**src/rtl/vec_stat_pkg.sv**
```systemverilog
// Shared definitions for the vector statistics engine: register map,
// control/status bit positions, FSM encoding and a constant log2 helper.
package vec_stat_pkg;

    localparam logic [31:0] OFF_CTRL   = 32'h400;
    localparam logic [31:0] OFF_LEN    = 32'h404;
    localparam logic [31:0] OFF_STATUS = 32'h408;
    localparam logic [31:0] OFF_MIN    = 32'h40C;
    localparam logic [31:0] OFF_MAX    = 32'h410;
    localparam logic [31:0] OFF_ARGMIN = 32'h414;
    localparam logic [31:0] OFF_ARGMAX = 32'h418;
    localparam logic [31:0] OFF_SUM_LO = 32'h41C;
    localparam logic [31:0] OFF_SUM_HI = 32'h420;

    localparam int CTRL_START  = 0;
    localparam int CTRL_SIGNED = 1;
    localparam int CTRL_IE     = 2;
    localparam int STAT_BUSY   = 0;
    localparam int STAT_DONE   = 1;

    localparam int LEN_W = 9;

    typedef enum logic [1:0] {
        ST_IDLE   = 2'd0,
        ST_INIT   = 2'd1,
        ST_SCAN   = 2'd2,
        ST_COMMIT = 2'd3
    } state_t;

    function automatic int clog2(input int n);
        int r;
        r = 0;
        for (int i = 0; i < 31; i++) begin
            if ((1 << i) < n) r = i + 1;
        end
        return r;
    endfunction

endpackage

```
**src/rtl/vec_stat_dp.sv**
```systemverilog
// Running min/max/argmin/argmax and 64-bit sum over a stream of elements.
// Seed loads the first element; each step folds in one more.
module vec_stat_dp
    import vec_stat_pkg::*;
#(
    parameter int W  = 32,
    parameter int AW = 3
) (
    input  logic          clk_i,
    input  logic          rst_ni,
    input  logic          i_seed,
    input  logic          i_step,
    input  logic          i_signed,
    input  logic [W-1:0]  i_elem,
    input  logic [AW-1:0] i_idx,
    output logic [31:0]   o_min,
    output logic [31:0]   o_max,
    output logic [AW-1:0] o_argmin,
    output logic [AW-1:0] o_argmax,
    output logic [63:0]   o_sum
);

    logic [W-1:0]        r_min;
    logic [W-1:0]        r_max;
    logic [AW-1:0]       r_argmin;
    logic [AW-1:0]       r_argmax;
    logic [63:0]         r_sum;

    logic signed [W-1:0] w_elem_s;
    logic signed [W-1:0] w_min_s;
    logic signed [W-1:0] w_max_s;
    logic                w_lt;
    logic                w_gt;
    logic [63:0]         w_elem_ext;

    assign w_elem_s = i_elem;
    assign w_min_s  = r_min;
    assign w_max_s  = r_max;

    // Strict compares so ties keep the earliest index.
    assign w_lt = i_signed ? (w_elem_s < w_min_s) : (i_elem < r_min);
    assign w_gt = i_signed ? (w_elem_s > w_max_s) : (i_elem > r_max);

    assign w_elem_ext = i_signed ? 64'(w_elem_s) : 64'(i_elem);

    always_ff @(posedge clk_i or negedge rst_ni) begin
        if (!rst_ni) begin
            r_min    <= '0;
            r_max    <= '0;
            r_argmin <= '0;
            r_argmax <= '0;
            r_sum    <= '0;
        end else if (i_seed) begin
            r_min    <= i_elem;
            r_max    <= i_elem;
            r_argmin <= i_idx;
            r_argmax <= i_idx;
            r_sum    <= w_elem_ext;
        end else if (i_step) begin
            if (w_lt) begin
                r_min    <= i_elem;
                r_argmin <= i_idx;
            end
            if (w_gt) begin
                r_max    <= i_elem;
                r_argmax <= i_idx;
            end
            r_sum <= r_sum + w_elem_ext;
        end
    end

    assign o_min    = i_signed ? 32'(w_min_s) : 32'(r_min);
    assign o_max    = i_signed ? 32'(w_max_s) : 32'(r_max);
    assign o_argmin = r_argmin;
    assign o_argmax = r_argmax;
    assign o_sum    = r_sum;

endmodule

```
**src/rtl/vec_stat_engine.sv**
```systemverilog
// Memory-mapped vector statistics engine: bus decode, register file, data
// array and the scan sequencer around the vec_stat_dp datapath.
//
// state  | meaning
// IDLE   | waiting for START; registers freely writable
// INIT   | seed datapath from A[0], idx <= 1
// SCAN   | fold in A[idx], one element per cycle
// COMMIT | copy datapath to result regs, set done, drop busy
module vec_stat_engine
    import vec_stat_pkg::*;
#(
    parameter logic [31:0] BASE_ADDR = 32'hC200_0000,
    parameter int          DEPTH     = 8,
    parameter int          W         = 32
) (
    input  logic        clk_i,
    input  logic        rst_ni,
    input  logic        en,
    input  logic        wr,
    input  logic [31:0] waddr,
    input  logic [31:0] din,
    output logic        wready,
    input  logic [31:0] raddr,
    output logic [31:0] dout,
    output logic        rready,
    output logic        irq_o
);

    localparam int AW = clog2(DEPTH);
    localparam int LW = AW + 1;

    state_t              r_state;
    state_t              w_next;

    logic [W-1:0]        r_mem [DEPTH];
    logic [LEN_W-1:0]    r_len;
    logic                r_cfg_signed;
    logic                r_ie;
    logic                r_mode;
    logic                r_done;
    logic [LW-1:0]       r_eff_len;
    logic [LW-1:0]       r_idx;
    logic [31:0]         r_min;
    logic [31:0]         r_max;
    logic [31:0]         r_argmin;
    logic [31:0]         r_argmax;
    logic [63:0]         r_sum;
    logic                r_wready;
    logic                r_rready;
    logic [31:0]         r_dout;

    logic                w_wr_en;
    logic                w_rd_en;
    logic [31:0]         w_woff;
    logic [31:0]         w_roff;
    logic                w_warr;
    logic                w_rarr;
    logic [AW-1:0]       w_widx;
    logic [AW-1:0]       w_ridx;
    logic [AW-1:0]       w_cur_idx;
    logic [LW-1:0]       w_len_clamp;
    logic                w_start;
    logic                w_w1c;
    logic                w_busy;
    logic                w_seed;
    logic                w_step;
    logic                w_commit;
    logic [W-1:0]        w_elem_rd;
    logic signed [W-1:0] w_elem_rd_s;
    logic [31:0]         w_rdata;
    logic [31:0]         w_dp_min;
    logic [31:0]         w_dp_max;
    logic [AW-1:0]       w_dp_argmin;
    logic [AW-1:0]       w_dp_argmax;
    logic [63:0]         w_dp_sum;
    logic                w_unused;

    assign w_wr_en = en & wr;
    assign w_rd_en = en & ~wr;

    assign w_woff = (waddr - BASE_ADDR) & ~32'h3;
    assign w_roff = (raddr - BASE_ADDR) & ~32'h3;
    assign w_warr = w_woff < 32'(4 * DEPTH);
    assign w_rarr = w_roff < 32'(4 * DEPTH);
    assign w_widx = w_woff[AW+1:2];
    assign w_ridx = w_roff[AW+1:2];

    assign w_len_clamp = (r_len > LEN_W'(DEPTH)) ? LW'(DEPTH) : LW'(r_len);

    assign w_start = w_wr_en && (w_woff == OFF_CTRL) && din[CTRL_START] && !w_busy;
    assign w_w1c   = w_wr_en && (w_woff == OFF_STATUS) && din[STAT_DONE];

    assign w_unused = &{1'b0, din[31:LEN_W]};

    always_ff @(posedge clk_i or negedge rst_ni) begin
        if (!rst_ni) r_state <= ST_IDLE;
        else         r_state <= w_next;
    end

    always_comb begin
        w_next = r_state;
        case (r_state)
            ST_IDLE:   if (w_start) w_next = (w_len_clamp == '0) ? ST_COMMIT : ST_INIT;
            ST_INIT:   w_next = (r_eff_len > LW'(1)) ? ST_SCAN : ST_COMMIT;
            ST_SCAN:   if (r_idx == r_eff_len - LW'(1)) w_next = ST_COMMIT;
            ST_COMMIT: w_next = ST_IDLE;
            default:   w_next = ST_IDLE;
        endcase
    end

    always_comb begin
        w_busy    = (r_state != ST_IDLE);
        w_seed    = (r_state == ST_INIT);
        w_step    = (r_state == ST_SCAN);
        w_commit  = (r_state == ST_COMMIT);
        w_cur_idx = w_seed ? '0 : r_idx[AW-1:0];
    end

    always_ff @(posedge clk_i or negedge rst_ni) begin
        if (!rst_ni) begin
            r_eff_len <= '0;
            r_mode    <= 1'b0;
            r_idx     <= '0;
        end else if (w_start) begin
            r_eff_len <= w_len_clamp;
            r_mode    <= din[CTRL_SIGNED];
            r_idx     <= '0;
        end else if (w_seed) begin
            r_idx <= LW'(1);
        end else if (w_step) begin
            r_idx <= r_idx + LW'(1);
        end
    end

    // Completion beats a same-cycle W1C so software never loses a done.
    always_ff @(posedge clk_i or negedge rst_ni) begin
        if (!rst_ni)                r_done <= 1'b0;
        else if (w_commit)          r_done <= 1'b1;
        else if (w_start || w_w1c)  r_done <= 1'b0;
    end

    always_ff @(posedge clk_i or negedge rst_ni) begin
        if (!rst_ni) begin
            r_cfg_signed <= 1'b0;
            r_ie         <= 1'b0;
            r_len        <= '0;
        end else if (w_wr_en) begin
            if (w_woff == OFF_CTRL) begin
                r_cfg_signed <= din[CTRL_SIGNED];
                r_ie         <= din[CTRL_IE];
            end
            if ((w_woff == OFF_LEN) && !w_busy) r_len <= din[LEN_W-1:0];
        end
    end

    always_ff @(posedge clk_i or negedge rst_ni) begin
        if (!rst_ni) begin
            for (int i = 0; i < DEPTH; i++) r_mem[i] <= '0;
        end else if (w_wr_en && w_warr && !w_busy) begin
            r_mem[w_widx] <= din[W-1:0];
        end
    end

    vec_stat_dp #(
        .W  (W),
        .AW (AW)
    ) u_dp (
        .clk_i    (clk_i),
        .rst_ni   (rst_ni),
        .i_seed   (w_seed),
        .i_step   (w_step),
        .i_signed (r_mode),
        .i_elem   (r_mem[w_cur_idx]),
        .i_idx    (w_cur_idx),
        .o_min    (w_dp_min),
        .o_max    (w_dp_max),
        .o_argmin (w_dp_argmin),
        .o_argmax (w_dp_argmax),
        .o_sum    (w_dp_sum)
    );

    always_ff @(posedge clk_i or negedge rst_ni) begin
        if (!rst_ni) begin
            r_min    <= '0;
            r_max    <= '0;
            r_argmin <= '0;
            r_argmax <= '0;
            r_sum    <= '0;
        end else if (w_commit) begin
            if (r_eff_len == '0) begin
                r_min    <= '0;
                r_max    <= '0;
                r_argmin <= '0;
                r_argmax <= '0;
                r_sum    <= '0;
            end else begin
                r_min    <= w_dp_min;
                r_max    <= w_dp_max;
                r_argmin <= 32'(w_dp_argmin);
                r_argmax <= 32'(w_dp_argmax);
                r_sum    <= w_dp_sum;
            end
        end
    end

    assign w_elem_rd   = r_mem[w_ridx];
    assign w_elem_rd_s = w_elem_rd;

    always_comb begin
        w_rdata = '0;
        if (w_rarr) begin
            w_rdata = r_cfg_signed ? 32'(w_elem_rd_s) : 32'(w_elem_rd);
        end else begin
            case (w_roff)
                OFF_CTRL:   w_rdata = {29'b0, r_ie, r_cfg_signed, 1'b0};
                OFF_LEN:    w_rdata = {{(32-LEN_W){1'b0}}, r_len};
                OFF_STATUS: w_rdata = {30'b0, r_done, w_busy};
                OFF_MIN:    w_rdata = r_min;
                OFF_MAX:    w_rdata = r_max;
                OFF_ARGMIN: w_rdata = r_argmin;
                OFF_ARGMAX: w_rdata = r_argmax;
                OFF_SUM_LO: w_rdata = r_sum[31:0];
                OFF_SUM_HI: w_rdata = r_sum[63:32];
                default:    w_rdata = '0;
            endcase
        end
    end

    always_ff @(posedge clk_i or negedge rst_ni) begin
        if (!rst_ni) begin
            r_wready <= 1'b0;
            r_rready <= 1'b0;
            r_dout   <= '0;
        end else begin
            r_wready <= w_wr_en;
            r_rready <= w_rd_en;
            r_dout   <= w_rd_en ? w_rdata : '0;
        end
    end

    assign wready = r_wready;
    assign rready = r_rready;
    assign dout   = r_dout;
    assign irq_o  = r_done & r_ie;

endmodule
```
**config.mk**
```make
export PLATFORM = sky130hd
export DESIGN_NAME = vec_stat_engine
export DESIGN_NICKNAME = d
export VERILOG_FILES = /design/src/rtl/vec_stat_pkg.sv /design/src/rtl/vec_stat_dp.sv /design/src/rtl/vec_stat_engine.sv
export SDC_FILE = /design/constraint.sdc
export NUM_CORES = 1
export LEC_CHECK = 0
export CAP_MARGIN = 30
export CORE_UTILIZATION = 50
export CTS_BUF_LIST = sky130_fd_sc_hd__clkbuf_4
export CTS_CLUSTER_DIAMETER = 100
export CTS_CLUSTER_SIZE = 16
export DETAILED_ROUTE_END_ITERATION = 6
export PLACE_DENSITY = 0.68
export SETUP_SLACK_MARGIN = 0.1
export SLEW_MARGIN = 30
export SYNTH_ARGS = -nofsm -noshare
export SYNTH_HDL_FRONTEND = slang
export SYNTH_SLANG_ARGS = --single-unit
```
**constraint.sdc**
```tcl
create_clock -name clk_i -period 5.3 [get_ports clk_i]
set_clock_uncertainty 0.1 [all_clocks]
set_input_delay 0.53 -clock clk_i [delete_from_list [all_inputs] [get_ports clk_i]]
set_output_delay 0.53 -clock clk_i [all_outputs]
set_load 0.05 [all_outputs]
```
==> results.sh <==
export IMPL_status="complete, no violations"
export IMPL_cellPowerDensity_nw_per_um2=184
export IMPL_slowest_stage="o21ai_0"
export IMPL_synth_edff_count=0
export IMPL_synthDistinctLibCells=80
export IMPL_syn_nets=3361
export IMPL_initial_utilization_pct=50.6
export IMPL_dp_hpwl_um=68100
export IMPL_synth_top_family_by_area="multiplexers"
export IMPL_nets=3499
export IMPL_finalMaxSlewViolations=0
export IMPL_period_needed_ps=5100
export IMPL_syn_cell_area_um2=32600
export IMPL_total_power_mw=6.65
export IMPL_areaGrowthSynthToFinish_pct=11.0
export IMPL_relSlewSlack_pct=34.9
export IMPL_rsz0062_at_grt="true"
export IMPL_start_kind="flop"
export IMPL_cts_sinks=581
export IMPL_hold_violations=0
export IMPL_first_iter_violations=2409
export IMPL_cts_buffers_inserted=42
export IMPL_row_count=93
export IMPL_leakagePower_nw=17.2
export IMPL_peakVddDrop_mv=0.190
export IMPL_synth_top_area_share_pct=44.6
export IMPL_firstDrtPassIters=6
export IMPL_grt_use_total_pct=29.5
export IMPL_wl_um=98100
export IMPL_synth_top_area_cell="dfrtp_1"
export IMPL_ys_seq_elements=581
export IMPL_path_class="flop to flop"
export IMPL_synthXorXnorAreaFrac_pct=1.66
export IMPL_drive_above_1_share_pct=20.5
export IMPL_viasPerCell=6.22
export IMPL_async_flop_share_pct=100
export IMPL_grt_pass1_wl_um=152000
export IMPL_grt_overflow=0
export IMPL_gp_congestion=0.935
export IMPL_cp_end_kind="flop"
export IMPL_antenna_found_initial=7
export IMPL_ys_flop_type="dfrtp_1"
export IMPL_htree_levels=2
export IMPL_setup_tns_ps=0
export IMPL_cp_required_ps=5900
export IMPL_io_buffer_count=130
export IMPL_worstMarginPinSlew_ps=976
export IMPL_route_detailed_drc=0
export IMPL_dieArea_um2=66300
export IMPL_grt_max_degree=151
export IMPL_synthSimpleGateAreaFrac_pct=9.18
export IMPL_synth_most_common_cell="dfrtp_1"
export IMPL_cts_root_buffer="clkbuf_4"
export IMPL_cp_arrival_ps=5700
export IMPL_synthMuxAreaShare_pct=19.6
export IMPL_path_max_fanout=9
export IMPL_clk_path_buf_depth=3
export IMPL_ant_nets=0
export IMPL_yosysSeqAreaShare_pct=44.6
export IMPL_fmax_mhz=196
export IMPL_synth_common_cells="dfrtp_1, mux2_2, nand2_1"
export IMPL_finalCritPeriodShare_pct=96.3
export IMPL_core_area_um2=64500
export IMPL_synth_top_cells_by_area="dfrtp_1, mux2_2, ha_1"
export IMPL_hold_class="primary input to async pin"
export IMPL_cp_common_cell="buf_4"
export IMPL_die_h_um=257
export IMPL_clk_pin_slew_ps=190
export IMPL_yosysWarnings=0
export IMPL_setup_viol=0
export IMPL_clk_latency_ps=880
export IMPL_synth_adder_area_share_pct=5.31
export IMPL_crit_chain="ha_4 -> clkbuf_4 -> nor2_4 -> buf_4 -> o221ai_1 -> o21ai_0 -> ha_1 -> a211oi_1 -> nor2_1 -> o31ai_1 -> buf_4 -> o2111ai_1 -> a221oi_2 -> buf_4 -> nor3_1 -> nor4_1 -> buf_4 -> o41ai_2 -> xnor2_1 -> o221ai_1"
export IMPL_ios=135
export IMPL_synth_compound_area_share_pct=14.7
export IMPL_postSynthAreaPerCell_um2=10.4
export IMPL_crit_path_max_incr_delay_ps=570
export IMPL_synth_cells=3123
export IMPL_cap_violations=0
export IMPL_dr_total_vias=25675
export IMPL_cts_tree="yes"
export IMPL_dieWidth_um=257
export IMPL_grt_pass1_vias=25973
export IMPL_wl_per_cell_um=23.8
-- cell usage in the layout (no fill, tap or decap), types with 34 or more instances in the layout --
master and n:
nor2_1 125, o21ai_0 219, a21o_1 52, inv_1 242
o221ai_1 34, xnor2_1 37, nand2_1 331, mux4_2 69
clkbuf_4 46, buf_4 139, nand3_1 65, mux2_2 341
clkdlybuf4s50_1 126, a211oi_1 39, nand4_1 35, dfrtp_1 578
a221oi_1 41, ha_1 133, mux2i_1 100, a21oi_1 155
-- cells by family (layout without fill, tap and decap cells) --
| family | count (synthesis) | count (layout) |
|---|---|---|
| AOI/OAI and AO/OA | 723 | 723 |
| xor gates and xnor gates | 62 | 62 |
| adders and majority gates | 138 | 138 |
| buffers and inverters | 432 | 576 |
| DFF | 581 | 581 |
| muxes | 511 | 511 |
| other | 0 | 4 |
| and+or+nand+nor | 676 | 676 |
-- path summary, 6_finish.rpt --
path | end | start | cells past startpoint | slack (ps)
min in group clk_i | wready | wr | 2 | 190
worst max-delay path | u_dp.o_sum[40] | r_state[0] | 20 | 200
worst max register to register | u_dp.o_sum[40] | r_state[0] | 20 | 200
worst min register to register | r_argmax[1] | u_dp.o_argmax[1] | 2 | 400
worst min-delay path | u_dp.o_sum[33] | rst_ni | 2 | 70
max in group asynchronous | dout[14] | rst_ni | 3 | 3800
-- metal layers --
layer | global-route usage (%) | vias to the layer above | part of all wire [%]
li1 | - | 11480 | -
met1 | 41.6 | 12997 | 43
met2 | 46.6 | 1009 | 46
met3 | 4.67 | 185 | 7.6
met4 | 9.73 | 4 | 3.2
met5 | 0 | - | 0.023
-- through the flow --
stage               std cells  util (%)  cell area [um^2]  setup WS [ps]  hold slack [ps]
floorplan                3123         -             32600            130              134
global placement         4063      55.2             35600            140              364
detailed placement       4063      55.2             35600           44.7              369
CTS                      4114      55.9             36000            105             41.6
global route             4125      56.2             36200           59.7             43.4
finish                   4126      56.2             36200            198             72.3
-- repair_timing --
item	in CTS	in global routing
cloned	0	1
gates resized for setup	4	17
hold endpoints to repair	55	0
endpoints found under the setup margin	37	76
buffers inserted	0	7
hold buffers	1	0
pin swaps	0	4
-- power breakdown --
part,switching [mW],internal [mW]
sequential,0.000268,4.44
clock,1.43,0.496
combinational,0.188,0.103
total,1.62,5.04
-- critical path, delay by kind of cell (launching register included) --
kind                     cells  cell delay [ps]
AO/OA/AOI/OAI                8             1850
XOR/XNOR                     1              160
adder cells (fa/ha/maj)      2              620
buffers and inverters        5             1030
flip-flops                   1              460
AND/OR/NAND/NOR              4              690
-- sequential cells by signal (all words and copies together), names as in the netlist --
| name | count |
|---|---|
| dout | 32 |
| r_argmax | 3 |
| r_argmin | 3 |
| r_cfg_signed | 1 |
| r_done | 1 |
| r_eff_len | 4 |
| r_idx | 4 |
| r_ie | 1 |
| r_len | 9 |
| r_max | 32 |
| r_mem | 256 |
| r_min | 32 |
| r_mode | 1 |
| r_state | 2 |
| r_sum | 64 |
| rready | 1 |
| u_dp.o_argmax | 3 |
| u_dp.o_argmin | 3 |
| u_dp.o_max | 32 |
| u_dp.o_min | 32 |
| u_dp.o_sum | 64 |
| wready | 1 |
-- layout make-up --
cell class | count | area (um^2)
antenna | 4 | 10.0
clock buffer | 45 | 338
clock inverter | 5 | 76.3
fill | 5633 | 28300
inverter | 242 | 908
multi-input combinational | 2110 | 16600
sequential | 581 | 14500
tap | 855 | 1070
timing repair buffer | 284 | 2620
No activity file was read; power rests on OpenSTA's default activity.
